`src/rtl/alu_pkg.sv`:
```
// Shared ALU definitions: function codes, slot ids and the legality helper.
package alu_pkg;

  localparam int unsigned ALU_FUNC_W = 4;

  localparam logic [ALU_FUNC_W-1:0] ALU_AND  = 4'b0000;
  localparam logic [ALU_FUNC_W-1:0] ALU_OR   = 4'b0001;
  localparam logic [ALU_FUNC_W-1:0] ALU_XOR  = 4'b0010;
  localparam logic [ALU_FUNC_W-1:0] ALU_XNOR = 4'b0011;
  localparam logic [ALU_FUNC_W-1:0] ALU_ADD  = 4'b0100;
  localparam logic [ALU_FUNC_W-1:0] ALU_SUB  = 4'b1100;
  localparam logic [ALU_FUNC_W-1:0] ALU_SLT  = 4'b1101;
  localparam logic [ALU_FUNC_W-1:0] ALU_SLTU = 4'b0110;

  localparam logic SLOT0 = 1'b0;
  localparam logic SLOT1 = 1'b1;

  // True for the eight defined function codes.
  function automatic logic alu_func_legal(input logic [ALU_FUNC_W-1:0] func);
    logic ok;
    case (func)
      ALU_AND, ALU_OR, ALU_XOR, ALU_XNOR,
      ALU_ADD, ALU_SUB, ALU_SLT, ALU_SLTU: ok = 1'b1;
      default:                             ok = 1'b0;
    endcase
    return ok;
  endfunction

endpackage

```
`src/rtl/alu_share_arb_alu.sv`:
```
// Existing combinational integer ALU; undefined codes produce zero.
module ALU
  import alu_pkg::*;
#(
  parameter int unsigned WIDTH  = 32,
  parameter int unsigned FUNC_W = 4
) (
  input  logic [WIDTH-1:0]  in1,
  input  logic [WIDTH-1:0]  in2,
  input  logic [FUNC_W-1:0] func,
  output logic [WIDTH-1:0]  aluout
);

  // Function decode; add/sub wrap, compares yield zero-extended 0/1.
  always_comb begin
    aluout = '0;
    case (func)
      FUNC_W'(ALU_AND):  aluout = in1 & in2;
      FUNC_W'(ALU_OR):   aluout = in1 | in2;
      FUNC_W'(ALU_XOR):  aluout = in1 ^ in2;
      FUNC_W'(ALU_XNOR): aluout = ~(in1 ^ in2);
      FUNC_W'(ALU_ADD):  aluout = in1 + in2;
      FUNC_W'(ALU_SUB):  aluout = in1 - in2;
      FUNC_W'(ALU_SLT):  aluout = WIDTH'($signed(in1) < $signed(in2));
      FUNC_W'(ALU_SLTU): aluout = WIDTH'(in1 < in2);
      default:           aluout = '0;
    endcase
  end

endmodule

```
`src/rtl/alu_share_arb.sv`:
```
// Round-robin arbiter for two issue slots sharing one ALU, with result register.
module alu_share_arb
  import alu_pkg::*;
#(
  parameter int unsigned WIDTH  = 32,
  parameter int unsigned FUNC_W = 4
) (
  input  logic              clk,
  input  logic              rst_n,
  input  logic              req0,
  input  logic              req1,
  input  logic [WIDTH-1:0]  in1_0,
  input  logic [WIDTH-1:0]  in2_0,
  input  logic [WIDTH-1:0]  in1_1,
  input  logic [WIDTH-1:0]  in2_1,
  input  logic [FUNC_W-1:0] func_0,
  input  logic [FUNC_W-1:0] func_1,
  input  logic              stall,
  output logic              gnt0,
  output logic              gnt1,
  output logic              res_valid,
  output logic              res_id,
  output logic [WIDTH-1:0]  res_data,
  output logic              res_err
);

  logic              prio;
  logic              grant;
  logic              sel;
  logic [WIDTH-1:0]  in1_sel;
  logic [WIDTH-1:0]  in2_sel;
  logic [FUNC_W-1:0] func_sel;
  logic [WIDTH-1:0]  alu_out;
  logic              func_ok;

  // Grant: nothing during reset or stall, otherwise lone requester or prio slot wins.
  always_comb begin
    gnt0 = 1'b0;
    gnt1 = 1'b0;
    if (rst_n && !stall) begin
      gnt0 = req0 && (!req1 || (prio == SLOT0));
      gnt1 = req1 && (!req0 || (prio == SLOT1));
    end
  end

  // Operand mux steered by the winning slot.
  always_comb begin
    grant    = gnt0 | gnt1;
    sel      = gnt1 ? SLOT1 : SLOT0;
    in1_sel  = (sel == SLOT1) ? in1_1  : in1_0;
    in2_sel  = (sel == SLOT1) ? in2_1  : in2_0;
    func_sel = (sel == SLOT1) ? func_1 : func_0;
    func_ok  = alu_func_legal(ALU_FUNC_W'(func_sel));
  end

  ALU #(
    .WIDTH  (WIDTH),
    .FUNC_W (FUNC_W)
  ) u_alu (
    .in1    (in1_sel),
    .in2    (in2_sel),
    .func   (func_sel),
    .aluout (alu_out)
  );

  // Priority and result registers; stall freezes everything.
  always_ff @(posedge clk) begin
    if (!rst_n) begin
      prio      <= SLOT0;
      res_valid <= 1'b0;
      res_id    <= SLOT0;
      res_data  <= '0;
      res_err   <= 1'b0;
    end else if (!stall) begin
      if (grant) begin
        prio      <= ~sel;
        res_valid <= 1'b1;
        res_id    <= sel;
        res_data  <= func_ok ? alu_out : '0;
        res_err   <= ~func_ok;
      end else begin
        res_valid <= 1'b0;
        res_err   <= 1'b0;
      end
    end
  end

endmodule
```
`config.mk`:
```
export PLATFORM = sky130hd
export DESIGN_NAME = alu_share_arb
export DESIGN_NICKNAME = d
export VERILOG_FILES = /design/src/rtl/alu_pkg.sv /design/src/rtl/alu_share_arb_alu.sv /design/src/rtl/alu_share_arb.sv
export SDC_FILE = /design/constraint.sdc
export NUM_CORES = 1
export LEC_CHECK = 0
export ABC_AREA = 1
export CAP_MARGIN = 20
export CORE_ASPECT_RATIO = 1.25
export CORE_MARGIN = 1.5
export CORE_UTILIZATION = 30
export DETAILED_ROUTE_END_ITERATION = 6
export PLACE_DENSITY = 0.53
export SYNTH_ARGS = -nofsm -noshare
export SYNTH_HDL_FRONTEND = slang
export SYNTH_SLANG_ARGS = --single-unit
```
`constraint.sdc`:
```
create_clock -name clk -period 5.6 [get_ports clk]
set_input_delay 1.12 -clock clk [delete_from_list [all_inputs] [get_ports clk]]
set_output_delay 1.12 -clock clk [all_outputs]
set_load 0.02 [all_outputs]
```
==> results of run 1 <==
[critical path, cell delays in order]
cell and delay (ns):
clkdlybuf4s50_1 0.55, inv_2 0.09, nor2_8 0.13, nand3_4 0.12, inv_1 0.10, buf_4 0.24, or2_2 0.15, o21ai_0 0.13
ha_1 0.26, fa_1 0.44, or2_2 0.30, o21ai_1 0.22, nand2_1 0.11, nand3_1 0.14, nand2_1 0.12, o21bai_1 0.43
nand3_1 0.18, nand3_1 0.13, nand2_1 0.05, nand3_1 0.08, nand3_1 0.12, nand2_1 0.12, a21oi_1 0.06
[per-stage QoR]
step	worst slack [ns]	TNS, ns	hold slack (ns)	power, uW
floorplan	1.191	0	0.4838	897.8
global placement	0.04161	0	0.4498	1295
detailed placement	-0.01221	-0.01221	0.4558	1293
CTS	0.2596	0	0.4646	1588
global route	0.06708	0	0.4794	1713
finish	0.3380	0	0.4612	1582
[report_power, final]
| part | internal [uW] | total [uW] | switching, uW |
|---|---|---|---|
| registers | 270 | 277 | 7.40 |
| logic | 377 | 1020 | 642 |
| clock network | 178 | 286 | 108 |
| total | 824 | 1580 | 758 |
[sequential cells by signal, summed over array words and instances, names as in the netlist]
name and count:
res_valid 1, res_err 1, res_id 1, res_data 32, prio 1
[what timing repair did]
item / in CTS / in global routing
setup buffers: 0 / 0
gates resized for setup: 0 / 1
setup endpoints to repair: 0 / 3
[final timing paths]
check,start,end,depth (start not counted)
max,rst_n,res_data[28],23
max reg2reg,prio,res_data[28],22
min reg2reg,res_data[18],res_data[18],2
min,res_data[18],res_data[18],2
[area by class of cell]
| type | instances | share of cell area |
|---|---|---|
| Multi-Input combinational cell | 1034 | 0.5772 |
| Timing Repair Buffer | 208 | 0.2009 |
| Inverter | 254 | 0.09452 |
| Sequential cell | 36 | 0.07136 |
| Tap cell | 335 | 0.04150 |
| Clock buffer | 8 | 0.01449 |
[layer usage]
| layer | share of wire | GRT usage |
|---|---|---|
| met5 | 0 | 0 |
| met4 | 0.045 | 0.1022 |
| met3 | 0.039 | 0.01915 |
| met2 | 0.52 | 0.4623 |
| met1 | 0.40 | 0.2827 |
[kinds of logic after synthesis]
| family | after synthesis |
|---|---|
| adder cells (fa/ha/maj) | 99 |
| buffers and inverters | 306 |
| AO/OA/AOI/OAI | 377 |
| flip-flops | 36 |
| XOR/XNOR | 3 |
| AND/OR/NAND/NOR | 555 |
[layout by cell type, fill, tap and decap left out, types with 3 or more instances in the layout]
master / count
a211oi_1: 8
a21oi_1: 132
a31oi_1: 4
buf_4: 29
clkbuf_16: 5
clkdlybuf4s50_1: 177
dfxtp_1: 36
ha_1: 97
inv_1: 245
inv_2: 8
nand2_1: 326
nand2_2: 5
nand2_4: 3
nand3_1: 65
nand4_1: 12
nor2_1: 93
nor2_4: 4
nor3_1: 13
nor4_1: 3
o2111ai_1: 10
o211ai_1: 14
o21a_1: 7
o21ai_0: 136
o21ai_1: 18
o21bai_1: 16
o221ai_1: 5
o22ai_1: 9
o31ai_1: 4
or2_2: 24
==> results.py, run 1 <==
metrics = {
    "clocking": {
        "cts_max_path_buffers": 2,
        "cts_hold_buf": 0,
        "cts-root-buf": "clkbuf_16",
        "tritoncts.num_buffers": 5,
        "path_clk_slew_ns": 0.06,
        "htreeDepth": 2,
        "cts_sinks": 36,
        "tritoncts": "built",
        "clk_latency_ns": 0.28,
    },
    "synth": {
        "synthMuxAreaShare": 0,
        "synth_seq_cells": 36,
        "yosysTopAreaCellShare": 0.1577,
        "ys.flop_type": "dfxtp_1",
        "synth_edf_count": 0,
        "synth-simple-area-share": 0.3085,
        "async_flop_share": 0,
        "synth_nets": 1616,
        "synth_top_area_cell": "nand2_1",
        "synth_top_cells_by_count": "nand2_1 (326), inv_1 (245), o21ai_0 (136)",
        "ys_types": 50,
        "avgSynthCellArea_um2": 5.639,
        "synth_compound_area_frac": 0.2771,
        "yosysWarnings": 0,
        "synth_area_leaders": "nand2_1 (16%), ha_1 (16%), inv_1 (12%), dfxtp_1 (9.3%), o21ai_0 (8.8%)",
        "synthCells": 1376,
        "synth_top_family_by_area": "simple AND/OR/NAND/NOR gates",
        "synth-adder-area-share": 0.1616,
        "synth-xor-area-share": 0.003387,
        "synthesis.area_um2": 7759,
        "synth_most_common_cell": "nand2_1",
        "yosysSeqAreaShare": 0.09289,
    },
    "critical_path": {
        "cp.required_ns": 5.76,
        "crit_fanout": 17,
        "worstPathArrival_ns": 5.42,
        "critPathKind": "in -> reg",
        "rrSetupSlack_ns": 1.36,
        "start_kind": "input pin",
        "end_kind": "register",
    },
    "drt": {
        "viasPerCell": 5.020,
        "drtIter0Drc": 401,
        "vias": 9413,
        "avgRoutedWirePerCell_um": 17.92,
        "drc": 0,
        "firstDrtPassIters": 5,
        "ant_nets": 0,
        "routed_wl_mm": 33.60,
    },
    "sta": {
        "period_share": 0.9396,
        "drv_slew": 0,
        "tightest_slew_ns": 0.6765,
        "rsz0062_at_grt": "false",
        "fmax_ghz": 0.1900,
        "relSlewSlack": 0.5485,
        "setup_viol": 0,
        "finalHoldViolCount": 0,
        "clock_skew_ns": 0.002664,
        "finalCriticalPeriod_ns": 5.262,
    },
    "grt": {
        "grt_overflow": 0,
        "grt_pass1_wl_mm": 50.87,
        "grt_start_max_net_pins": 62,
        "grt_pass1_vias": 9134,
        "grtUsageTotal": 0.2453,
        "antenna_found_initial": 0,
    },
    "finish": {
        "fillers": 2883,
        "final_util": 0.3993,
        "final_cell_count_no_fill": 1875,
        "design_area_um2": 10100,
        "drive_gt1_frac": 0.06104,
        "synthToLayoutAreaGrowth_pct": 30.17,
        "antenna_cells": 0,
        "multiInputGateArea_um2": 5829,
        "final_nets": 1779,
        "area.sequential_um2": 720.7,
    },
    "min_path": {
        "hold_class": "reg -> reg",
    },
    "pwr": {
        "p_per_area_nw_per_um2": 156.7,
        "p_leak_uw": 0.004916,
        "peakVddDrop_uv": 111.8,
    },
    "placement": {
        "dp_cells": 1867,
        "place_congestion": 0.9913,
        "port_buffers": 177,
        "dp_hpwl_mm": 27.87,
        "place_area_um2": 9950,
    },
    "floorplan": {
        "core_area_um2": 25290,
        "start_util": 0.3068,
        "rows": 65,
        "dieArea_um2": 26840,
        "dieHeight_um": 182.8,
        "fp.dieW_um": 146.8,
        "io-pin-count": 178,
    },
    "run_status": {
        "status": "finished clean",
    },
    "run": {
        "drv_cap": 0,
    },
}
Note: power is estimated with default switching activity, not from simulation.
==> run 2: changes to the inputs <==
--- a/config.mk
+++ b/config.mk
@@ -9,9 +9,9 @@
 export CAP_MARGIN = 20
 export CORE_ASPECT_RATIO = 1.25
 export CORE_MARGIN = 1.5
-export CORE_UTILIZATION = 30
+export CORE_UTILIZATION = 40
 export DETAILED_ROUTE_END_ITERATION = 6
-export PLACE_DENSITY = 0.53
+export PLACE_DENSITY = 0.67
 export SYNTH_ARGS = -nofsm -noshare
 export SYNTH_HDL_FRONTEND = slang
 export SYNTH_SLANG_ARGS = --single-unit
==> run 2 against run 1 <==
Maximum frequency increased by 1.2%. Cell count is 6.2% lower. Clock skew is 0.0065 ns higher. Via count rose by 2.4%. Combinational power about the same. Routed wire length fell by 4.3%. Worst setup slack improved by 0.060 ns. Core utilization is 12 points higher. Die area down 25%. Sequential cell count stayed put.
==> results.py, run 2 (synthesis gave the netlist of run 1 again) <==
metrics = {
    "run_status": {
        "status": "finished clean",
    },
    "critical_path": {
        "start_kind": "input pin",
        "cp_top_family": "compound AO/OA/AOI/OAI gates",
        "cp_slowest_stage_delay_ns": 0.66,
        "end_kind": "register",
        "crit_fanout": 14,
        "cp.required_ns": 5.76,
        "path_common_cell": "inv_1",
        "cp_cell_sequence": "clkdlybuf4s50_1 > inv_2 > nor2_8 > nand3_4 > inv_1 > or2_2 > o21ai_0 > inv_1 > ha_1 > inv_1 > fa_1 > inv_1 > nand2_1 > o21ai_0 > inv_1 > o21ai_1 > nor2_1 > o21a_1 > o31ai_1 > a21oi_1",
        "worst-path-buf-inv": 7,
        "slowest_stage": "o31ai_1",
        "critPathKind": "in -> reg",
        "worstPathArrival_ns": 5.36,
    },
    "pwr": {
        "p_per_area_nw_per_um2": 164.3,
        "p_leak_uw": 0.004849,
        "peakVddDrop_uv": 129.3,
    },
    "grt": {
        "grt_pass1_vias": 9196,
        "grtUsageTotal": 0.3116,
        "grt_pass1_wl_mm": 49.40,
        "antenna_found_initial": 0,
        "grt_overflow": 0,
        "grt_start_max_net_pins": 37,
    },
    "floorplan": {
        "core_area_um2": 18920,
        "fp.dieW_um": 127.6,
        "start_util": 0.4101,
        "rows": 56,
        "dieHeight_um": 158.7,
        "dieArea_um2": 20250,
        "io-pin-count": 178,
    },
    "drt": {
        "firstDrtPassIters": 6,
        "drtIter0Drc": 710,
        "vias": 9636,
        "viasPerCell": 5.478,
        "drc": 0,
        "ant_nets": 0,
        "avgRoutedWirePerCell_um": 18.28,
        "routed_wl_mm": 32.15,
    },
    "clocking": {
        "cts_max_path_buffers": 2,
        "htreeDepth": 2,
        "cts-root-buf": "clkbuf_16",
        "cts_sinks": 36,
        "tritoncts.num_buffers": 5,
        "tritoncts": "built",
        "cts_resized": 0,
        "cts_hold_buf": 0,
        "clk_latency_ns": 0.31,
        "path_clk_slew_ns": 0.06,
        "cts_setup_buffers": 0,
    },
    "sta": {
        "finalCriticalPeriod_ns": 5.202,
        "setup_viol": 0,
        "fin_ws_ns": 0.3984,
        "period_share": 0.9289,
        "finalHoldViolCount": 0,
        "fmax_ghz": 0.1923,
        "rsz0062_at_grt": "false",
        "tightest_slew_ns": 0.8452,
        "relSlewSlack": 0.4359,
        "clock_skew_ns": 0.009204,
        "tns_ns": 0,
        "drv_slew": 0,
    },
    "finish": {
        "antenna_cells": 0,
        "top_register": "res_data",
        "synthToLayoutAreaGrowth_pct": 27.19,
        "final_nets": 1766,
        "final_common_cell": "nand2_1",
        "final_cell_count_no_fill": 1759,
        "design_area_um2": 9868,
        "most-common-layout-cells": "nand2_1 (325), inv_1 (245), clkdlybuf4s50_1 (177), o21ai_0 (136), a21oi_1 (132)",
        "drive_gt1_frac": 0.05435,
        "largest_reg_flops": 32,
    },
    "min_path": {
        "hold_class": "reg -> reg",
    },
    "placement": {
        "place_ws_ns": 0.1772,
        "dp_hpwl_mm": 26.28,
        "dp_cells": 1751,
        "place_area_um2": 9701,
        "place_congestion": 1.042,
        "port_buffers": 177,
    },
    "run": {
        "drv_cap": 0,
    },
}
==> run 2: area by class of cell <==
| cell class | count | area [um^2] |
|---|---|---|
| Clock buffer | 5 | 125.1 |
| Clock inverter | 3 | 42.54 |
| Fill cell | 2017 | 9050 |
| Inverter | 254 | 954.7 |
| Multi-Input combinational cell | 1034 | 5828 |
| Sequential cell | 36 | 720.7 |
| Tap cell | 232 | 290.3 |
| Timing Repair Buffer | 195 | 1907 |
==> run 2: per-layer routing <==
metal,part of all wire,wire (um),up-vias,global-route usage
li1,-,-,4756,-
met1,0.39,12500,4300,0.3678
met2,0.49,15620,473,0.5462
met3,0.065,2081,107,0.02864
met4,0.061,1952,0,0.1752
met5,0,0,-,0
==> run 2: path summary, 6_finish.rpt <==
check | slack (ns) | endpoint | cells past startpoint | start
hold reg to reg | 0.46 | res_err | 2 | res_err
setup reg to reg | 1.37 | res_data[8] | 19 | prio
hold / removal | 0.46 | res_err | 2 | res_err
setup / recovery | 0.40 | res_data[8] | 20 | rst_n
==> run 2: power breakdown <==
| group | total (uW) | leakage (uW) | switching [uW] | internal, uW |
|---|---|---|---|---|
| registers | 277 | 0.000292 | 7.55 | 269 |
| clock network | 342 | 0.0000798 | 133 | 210 |
| logic | 1000 | 0.00448 | 637 | 365 |
| total | 1620 | 0.00485 | 777 | 844 |
==> run 2: worst reg2reg max path, stage by stage (launching register included) <==
cell and delay (ns):
dfxtp_1 0.37, inv_1 0.05, nand2_1 0.17, nand3_4 0.21
inv_1 0.16, or2_2 0.11, o21ai_0 0.13, inv_1 0.09
ha_1 0.18, inv_1 0.09, fa_1 0.44, inv_1 0.06
nand2_1 0.06, o21ai_0 0.34, inv_1 0.12, o21ai_1 0.43
nor2_1 0.10, o21a_1 0.18, o31ai_1 0.66, a21oi_1 0.12
==> run 2: per-stage QoR <==
step	power [uW]	utilization	hold WS, ns
after global placement	1261	0.5128	0.4483
final	1621	0.5216	0.4581
after global routing	1731	0.5216	0.4882
after detailed placement	1261	0.5128	0.4484
after floorplan	897.8	-	0.4838
after CTS	1608	0.5216	0.4572
==> run 3: changes to the inputs <==
--- a/config.mk
+++ b/config.mk
@@ -6,7 +6,7 @@
 export NUM_CORES = 1
 export LEC_CHECK = 0
 export ABC_AREA = 1
-export CAP_MARGIN = 20
+export CAP_MARGIN = 40
 export CORE_ASPECT_RATIO = 1.25
 export CORE_MARGIN = 1.5
 export CORE_UTILIZATION = 40
==> results of run 3 <==
Same layout as run 2: the final DEF is identical, and so are final timing and power.
